**src/rtl/pipeline_hazard_ctrl.sv**
```systemverilog
// Stall/flush controller for the 5-stage pipeline: arbitrates D-miss freeze,
// load-use stalls, ID mispredicts and I-miss waits, and keeps two perf counters.
module pipeline_hazard_ctrl #(
  parameter int CNT_W = 16,
  parameter int REG_W = 4
) (
  input  logic             clk,
  input  logic             rst,
  input  logic             IF_ICacheMiss,
  input  logic             MEM_DCacheMiss,
  input  logic             EX_MemRead,
  input  logic [REG_W-1:0] EX_Rd,
  input  logic [REG_W-1:0] ID_SrcA,
  input  logic             ID_SrcAValid,
  input  logic [REG_W-1:0] ID_SrcB,
  input  logic             ID_SrcBValid,
  input  logic             ID_BranchValid,
  input  logic             ID_BranchTaken,
  input  logic             ID_PredictedTaken,
  input  logic [15:0]      ID_BranchTarget,
  input  logic [15:0]      ID_PCPlus2,
  output logic             PC_wen,
  output logic             PC_redirect,
  output logic [15:0]      PC_redirectTarget,
  output logic             IFID_wen,
  output logic             IFID_flush,
  output logic             IDEX_flush,
  output logic             BACK_wen,
  output logic [CNT_W-1:0] MispredictCount,
  output logic [CNT_W-1:0] StallCount
);

  typedef enum logic [1:0] {
    RUN    = 2'd0,
    IWAIT  = 2'd1,
    IDRAIN = 2'd2
  } state_t;

  state_t            state_r;
  state_t            state_next_s;
  logic [15:0]       pend_r;
  logic [CNT_W-1:0]  mis_cnt_r;
  logic [CNT_W-1:0]  stall_cnt_r;
  logic              loaduse_s;
  logic              mispred_s;
  logic [15:0]       target_s;
  logic              latch_s;
  logic              count_mis_s;

  function automatic logic [CNT_W-1:0] sat_inc(input logic [CNT_W-1:0] v);
    if (&v) begin
      return v;
    end else begin
      return v + {{(CNT_W-1){1'b0}}, 1'b1};
    end
  endfunction

  assign loaduse_s = EX_MemRead & (EX_Rd != {REG_W{1'b0}}) &
                     ((ID_SrcAValid & (ID_SrcA == EX_Rd)) |
                      (ID_SrcBValid & (ID_SrcB == EX_Rd)));
  assign mispred_s = ID_BranchValid & ~loaduse_s & (ID_BranchTaken != ID_PredictedTaken);
  assign target_s  = ID_BranchTaken ? ID_BranchTarget : ID_PCPlus2;

  assign MispredictCount = mis_cnt_r;
  assign StallCount      = stall_cnt_r;

  // Next-state and control outputs; reset and D-miss freeze override everything.
  always_comb begin
    PC_wen            = 1'b1;
    IFID_wen          = 1'b1;
    BACK_wen          = 1'b1;
    PC_redirect       = 1'b0;
    IFID_flush        = 1'b0;
    IDEX_flush        = 1'b0;
    PC_redirectTarget = (state_r == IDRAIN) ? pend_r : target_s;
    state_next_s      = state_r;
    latch_s           = 1'b0;
    count_mis_s       = 1'b0;
    if (!rst) begin
      PC_wen     = 1'b0;
      IFID_wen   = 1'b0;
      BACK_wen   = 1'b0;
      IFID_flush = 1'b1;
      IDEX_flush = 1'b1;
    end else if (MEM_DCacheMiss) begin
      PC_wen   = 1'b0;
      IFID_wen = 1'b0;
      BACK_wen = 1'b0;
    end else begin
      case (state_r)
        RUN: begin
          if (loaduse_s) begin
            PC_wen     = 1'b0;
            IFID_wen   = 1'b0;
            IDEX_flush = 1'b1;
          end else if (mispred_s) begin
            count_mis_s = 1'b1;
            IFID_flush  = 1'b1;
            if (IF_ICacheMiss) begin
              // Fetch is busy on the wrong path; replay the redirect once it lands.
              PC_wen       = 1'b0;
              latch_s      = 1'b1;
              state_next_s = IDRAIN;
            end else begin
              PC_redirect = 1'b1;
            end
          end else if (IF_ICacheMiss) begin
            PC_wen       = 1'b0;
            IFID_flush   = 1'b1;
            state_next_s = IWAIT;
          end else begin
            state_next_s = RUN;
          end
        end
        IWAIT: begin
          if (loaduse_s) begin
            PC_wen     = 1'b0;
            IFID_wen   = 1'b0;
            IFID_flush = IF_ICacheMiss;
            IDEX_flush = 1'b1;
          end else if (mispred_s) begin
            PC_wen       = 1'b0;
            IFID_flush   = 1'b1;
            latch_s      = 1'b1;
            count_mis_s  = 1'b1;
            state_next_s = IDRAIN;
          end else if (IF_ICacheMiss) begin
            PC_wen     = 1'b0;
            IFID_flush = 1'b1;
          end else begin
            state_next_s = RUN;
          end
        end
        IDRAIN: begin
          IFID_flush = 1'b1;
          if (IF_ICacheMiss) begin
            PC_wen = 1'b0;
          end else begin
            PC_redirect  = 1'b1;
            state_next_s = RUN;
          end
        end
        default: begin
          state_next_s = RUN;
        end
      endcase
    end
  end

  // State, pending redirect target and saturating performance counters.
  always_ff @(posedge clk or negedge rst) begin
    if (!rst) begin
      state_r     <= RUN;
      pend_r      <= 16'h0000;
      mis_cnt_r   <= {CNT_W{1'b0}};
      stall_cnt_r <= {CNT_W{1'b0}};
    end else begin
      state_r <= state_next_s;
      if (latch_s) begin
        pend_r <= target_s;
      end
      if (count_mis_s) begin
        mis_cnt_r <= sat_inc(mis_cnt_r);
      end
      if (!PC_wen) begin
        stall_cnt_r <= sat_inc(stall_cnt_r);
      end
    end
  end

endmodule

```
**config.mk**
```make
export PLATFORM = sky130hd
export DESIGN_NAME = pipeline_hazard_ctrl
export DESIGN_NICKNAME = d
export VERILOG_FILES = /design/src/rtl/pipeline_hazard_ctrl.sv
export SDC_FILE = /design/constraint.sdc
export NUM_CORES = 1
export LEC_CHECK = 0
export CAP_MARGIN = 40
export CORE_MARGIN = 10
export CORE_UTILIZATION = 55
export CTS_CLUSTER_DIAMETER = 60
export CTS_CLUSTER_SIZE = 10
export DETAILED_ROUTE_END_ITERATION = 8
export DONT_BUFFER_PORTS = 1
export GPL_TIMING_DRIVEN = 0
export PLACE_DENSITY = 0.71
export SLEW_MARGIN = 0
export SYNTH_ARGS = -nofsm -noshare
export SYNTH_HDL_FRONTEND = slang
export SYNTH_SLANG_ARGS = --single-unit
```
**constraint.sdc**
```tcl
create_clock -name clk -period 2.8 [get_ports clk]
set_input_delay 0.56 -clock clk [delete_from_list [all_inputs] [get_ports clk]]
set_output_delay 0.56 -clock clk [all_outputs]
set_load 0.01 [all_outputs]
```
## Word-level counts from Yosys, hierarchy flattened

Index checks and enable logic that the tools add are counted.

| word-level totals | value |
|---|---|
| logic and storage cells | 83 |
| latch bits | 0 |
| output and inout bits | 54 |
| memories kept | 0 |
| bits in read-only memories | 0 |
| bits in writable memories | 0 |
| bits in registers | 50 |
| input port bits | 54 |

| cells by class | value |
|---|---|
| $add $sub $neg | 2 |
| div/mod/pow operators | 0 |
| muxes and demuxes | 49 |
| bitwise logic cells | 12 |
| equal/unequal tests | 8 |
| $mul | 0 |
| shifts and indexed selects | 0 |
| order comparisons | 0 |
| reduce and logical (&&, ||, !) cells | 8 |

Operators with widths:

| operator | count |
|---|---|
| $mux 1 | 36 |
| $add 16x1->16 const B | 2 |
| $mux 16 | 2 |
| $reduce_and 16->1 | 2 |
| $mux 2 | 6 |
| $eq 4x4->1 | 2 |
| $and 1x1->1 | 6 |
| $pmux 1 s3 | 2 |
| $pmux 2 s3 | 1 |
| $not 1->1 | 5 |
| $reduce_and 5->1 | 1 |
| $ne 2x2->1 const B | 2 |
| $pmux 1 s2 | 2 |
| $reduce_and 2->1 | 2 |
| $reduce_bool 4->1 | 1 |
| $ne 3x3->1 const B | 1 |
| $eq 2x1->1 const B | 1 |
| $eq 2x2->1 const B | 1 |
| $logic_not 2->1 | 1 |
| $reduce_or 2->1 | 1 |
| $ne 1x1->1 | 1 |
| $or 1x1->1 | 1 |

## Depth between registers and ports, before layout

| depth | value |
|---|---|
| depth after elaboration | 14 |
| gate-level depth with buffers | 8 |
| gate-level depth less buffers | 7 |

## Worst setup path after synthesis

No wires, ideal clock.

| path | value |
|---|---|
| kind | input port to output port |
| start point | input EX_Rd[0] |
| end point | output IFID_flush |
| data arrival time | 1,961 ps |
| path buffers | 0 |
| path slack | 279 ps |
| data required time | 2,240 ps |
| stages on the path | 7 |
| cells stage by stage | o41a_1 nand3_1 nor4_2 nor3_1 nor2_1 a221o_1 nand2_1 |

| between the ends | value |
|---|---|
| cells in the longest elaborated chain, start to end | 12 |
| elaborated cells on any way between the ends | 17 |
| classes of those cells | eq/ne: 2; mux: 6; bitwise: 8; reduce/logical: 1 |

Ends and longest elaborated chain:

| element | line | RTL |
|---|---|---|
| from (decl) | 12 | `input logic [REG_W-1:0] EX_Rd,` |
| $eq 4x4->1, on equally long branches | 59, 60 |  |
| $and 1x1->1, on equally long branches | 59, 60 |  |
| $or 1x1->1 | 59 | `((ID_SrcAValid & (ID_SrcA == EX_Rd)) \|` |
| $and 1x1->1 * | 58 | `assign loaduse_s = EX_MemRead & (EX_Rd != {REG_W{1'b0}}) &` |
| $not 1->1 | 61 | `assign mispred_s = ID_BranchValid & ~loaduse_s & (ID_BranchTaken != ID_PredictedTaken);` |
| $and 1x1->1 (2 in a row) | 61 |  |
| $mux 1 | 121 | `end else if (mispred_s) begin` |
| $mux 1, on equally long branches | 116, 92 |  |
| $pmux 1 s3 * | 90 | `case (state_r)` |
| $mux 1 * | 85 | `end else if (MEM_DCacheMiss) begin` |
| $mux 1 * | 79 | `if (!rst) begin` |
| to (decl) | 26 | `output logic IFID_flush,` |

Mark *: on every way between the ends. The rest lies on a longest branch, timed or not.

## Worst setup path after layout

Same ends and word-level chain as after synthesis.

==> results.sh <==
export IMPL_nNetsFinal=349
export IMPL_tritoncts="done"
export IMPL_cts_made_buffers=5
export IMPL_dieArea_sq_um=8360
export IMPL_fin_skew_ps=6.26
export IMPL_syn_mean_instance_area_sq_um=9.85
export IMPL_grt_pass1_vias=2033
export IMPL_postSynthCellCount=285
export IMPL_port_buffers=0
export IMPL_final_setup_viol_count=0
export IMPL_grt_antenna_before_repair=0
export IMPL_clk_insertion_delay_late_ps=300
export IMPL_final_util_pct=62.2
export IMPL_finalSetupTns_ps=0
export IMPL_critPathCaptureType="output pin"
export IMPL_finalCritPeriodShare_pct=93.5
export IMPL_p_leak_nw=1.37
export IMPL_ant_nets=0
export IMPL_cp_start_kind="primary input"
export IMPL_outcome="finished, final reports clean"
export IMPL_clk_pin_slew_worst_paths_ps=90
export IMPL_num_antenna_cells=0
export IMPL_grt_max_degree=51
export IMPL_drv_slew=0
export IMPL_worstMarginPinSlew_ps=674
export IMPL_die_h_um=91.4
export IMPL_crit_path_end="IFID_flush"
export IMPL_grt_overflow_total=0
export IMPL_grt_use_total_pct=15.3
export IMPL_synth_nets=341
export IMPL_io_pins=108
export IMPL_startpoint="EX_Rd[0]"
export IMPL_rows=25
export IMPL_period_needed_ps=2620
export IMPL_wirelength_mm=6.59
export IMPL_clock_path_buffers=2
export IMPL_rsz0062_at_grt="false"
export IMPL_crit_arrival_ps=2060
export IMPL_routed_via_density=5.65
export IMPL_drc=0
export IMPL_crit_fanout=5
export IMPL_slew_headroom_pct=54.8
export IMPL_peakVddDrop_v=0.000364
export IMPL_ys_ff_latch=50
export IMPL_grt_first_pass_wirelength_mm=10.7
export IMPL_r2r_end="StallCount[13]$_DFFE_PN0P_"
export IMPL_synth_main_ff_cell="dfrtp_1"
export IMPL_place_detailed_hpwl_mm=5.09
export IMPL_required_ps=2240
export IMPL_start_util_pct=57.9
export IMPL_wl_per_cell_um=18.2
export IMPL_r2r_cells=8
export IMPL_yosysWarnings=0
export IMPL_max_freq_mhz=382
export IMPL_placed_cells=352
export IMPL_hold_violations=0
export IMPL_async_reset_ff_share_pct=100
export IMPL_yosysSeqAreaShare_pct=44.6
export IMPL_vias=2041
export IMPL_drt_initial_drc_count=84
export IMPL_power_density_nw_per_um2=693
export IMPL_htree_levels=2
export IMPL_syn2layout_area_growth_pct=7.53
export IMPL_holdCritPathClass="primary input to async pin"
export IMPL_synth_top_area_cell="dfrtp_1"
export IMPL_core_sq_um=4850
export IMPL_r2r_slack_ps=360
export IMPL_critPathKind="primary input to output pin"
export IMPL_instances_no_fill=361
export IMPL_fp_dieW_um=91.4
export IMPL_ys_types=36
export IMPL_synth_edf_count=0
export IMPL_dr_pass1_iters=4
export IMPL_syn_area_sq_um=2810
export IMPL_rr_startpoint="StallCount[3]$_DFFE_PN0P_"
export IMPL_cap_viol_max_count=0
export IMPL_clock_sinks=50
export IMPL_gp_congestion=0.733
export IMPL_netlist_area_leader_share_pct=44.6
export IMPL_final_layout_size_suffix_gt1_share_pct=8.50
export IMPL_cts_root_buffer="clkbuf_8"
export IMPL_synth_top_cells_by_area="dfrtp_1 45%, mux2i_1 12%, xnor2_1 7.5%"
export IMPL_whs_ps=105
power breakdown:
group,leakage [nW],internal (W),total [W],switching (W)
sequential,0.623,0.000906,0.00111,0.000201
clock,0.0472,0.000199,0.000434,0.000235
combinational,0.699,0.000217,0.000550,0.000332
total,1.37,0.00132,0.00209,0.000769
final cells by class:
type | instances | area [sq um]
Fill cell | 414 | 1830
Inverter | 21 | 78.8
Timing Repair Buffer | 1 | 27.5
Clock inverter | 2 | 12.5
Sequential cell | 50 | 1250
Multi-Input combinational cell | 202 | 1420
Clock buffer | 6 | 82.6
Tap cell | 67 | 83.8
Buffer | 12 | 57.6
metal layers:
layer | share of wire [%] | GRT usage [%]
met1 | 43 | 18.4
met2 | 46 | 24.6
met3 | 9.6 | 6.91
met4 | 0.90 | 3.26
met5 | 0 | 0
registers in the layout, indices dropped and copies added (netlist names):
name,count
MispredictCount,16
StallCount,16
pend_r,16
state_r,2
timing repair:
action                                  4_1_cts  5_1_grt
endpoints found under the setup margin        0        2
hold buffers                                  1        0
gates resized for setup                       0        2
hold endpoints to repair                     50        0
setup buffers                                 0        0
metrics by stage:
step | setup WS, ps | instance area, sq um | total power, W
2_1_floorplan | 279 | 2810 | 0.00152
3_3_place_gp | 38.9 | 2890 | 0.00164
3_5_place_dp | 17.4 | 2890 | 0.00166
4_1_cts | 10.9 | 3010 | 0.00212
5_1_grt | 51.7 | 3020 | 0.00224
6_report | 181 | 3020 | 0.00209
Yosys cell counts (2+ instances only):
library cell	n
mux2i_1	33
nand2_1	19
mux2_2	4
buf_1	2
nand4_1	10
nand3_1	15
o21ai_0	4
buf_2	4
and3_1	9
xor2_1	11
a21oi_1	22
clkbuf_1	5
and2_1	2
nor4_2	2
nand2b_1	2
nor3_1	3
nor2_1	23
ha_1	2
and4_1	4
xnor2_1	24
inv_1	21
dfrtp_1	50
how the worst min path moves through the flow:
stage / depth (start not counted) / to / slack [ps]
2_1_floorplan: 0 / MispredictCount[0]$_DFFE_PN0P_ / 260
3_3_place_gp: 0 / MispredictCount[1]$_DFFE_PN0P_ / 270
3_5_place_dp: 0 / MispredictCount[0]$_DFFE_PN0P_ / 270
4_1_cts: 1 / MispredictCount[2]$_DFFE_PN0P_ / 100
5_1_grt: 1 / MispredictCount[15]$_DFFE_PN0P_ / 100
6_report: 1 / MispredictCount[9]$_DFFE_PN0P_ / 110
critical path: stages:
cell and delay, ps:
o41a_1 450, nand3_1 120, nor4_2 70, nor3_2 310, nor2_1 70, a221o_1 330
nand2_1 150
kinds of logic (layout without fill, tap and decap cells):
family	count (synthesis)	after routing	synth area share (%)
AND/OR/NAND/NOR	95	95	18.5
flip-flops	50	50	44.6
XOR/XNOR	35	35	10.9
buffers and inverters	33	42	4.86
multiplexers	37	37	13.4
AO/OA/AOI/OAI	33	33	6.87
adder cells (fa/ha/maj)	2	2	0.892
layout by cell type, fill, tap and decap left out, drive strengths merged:
master    netlist  layout
a21oi          22      22
a221o           1       1
a22o            1       1
a311oi          1       1
a31oi           1       1
and2            2       2
and3            9       9
and4            4       4
buf             7       8
clkbuf          5      11
clkinv          0       1
clkinvlp        0       1
dfrtp          50      50
ha              2       2
inv            21      21
mux2            4       4
mux2i          33      33
nand2          20      20
nand2b          2       2
nand3          16      16
nand4          10      10
nor2           24      24
nor3            3       3
nor3b           1       1
nor4            4       4
o211a           1       1
o21ai           4       4
o31ai           1       1
o41a            1       1
xnor2          24      24
xor2           11      11
(Power assumes the default switching activity.)
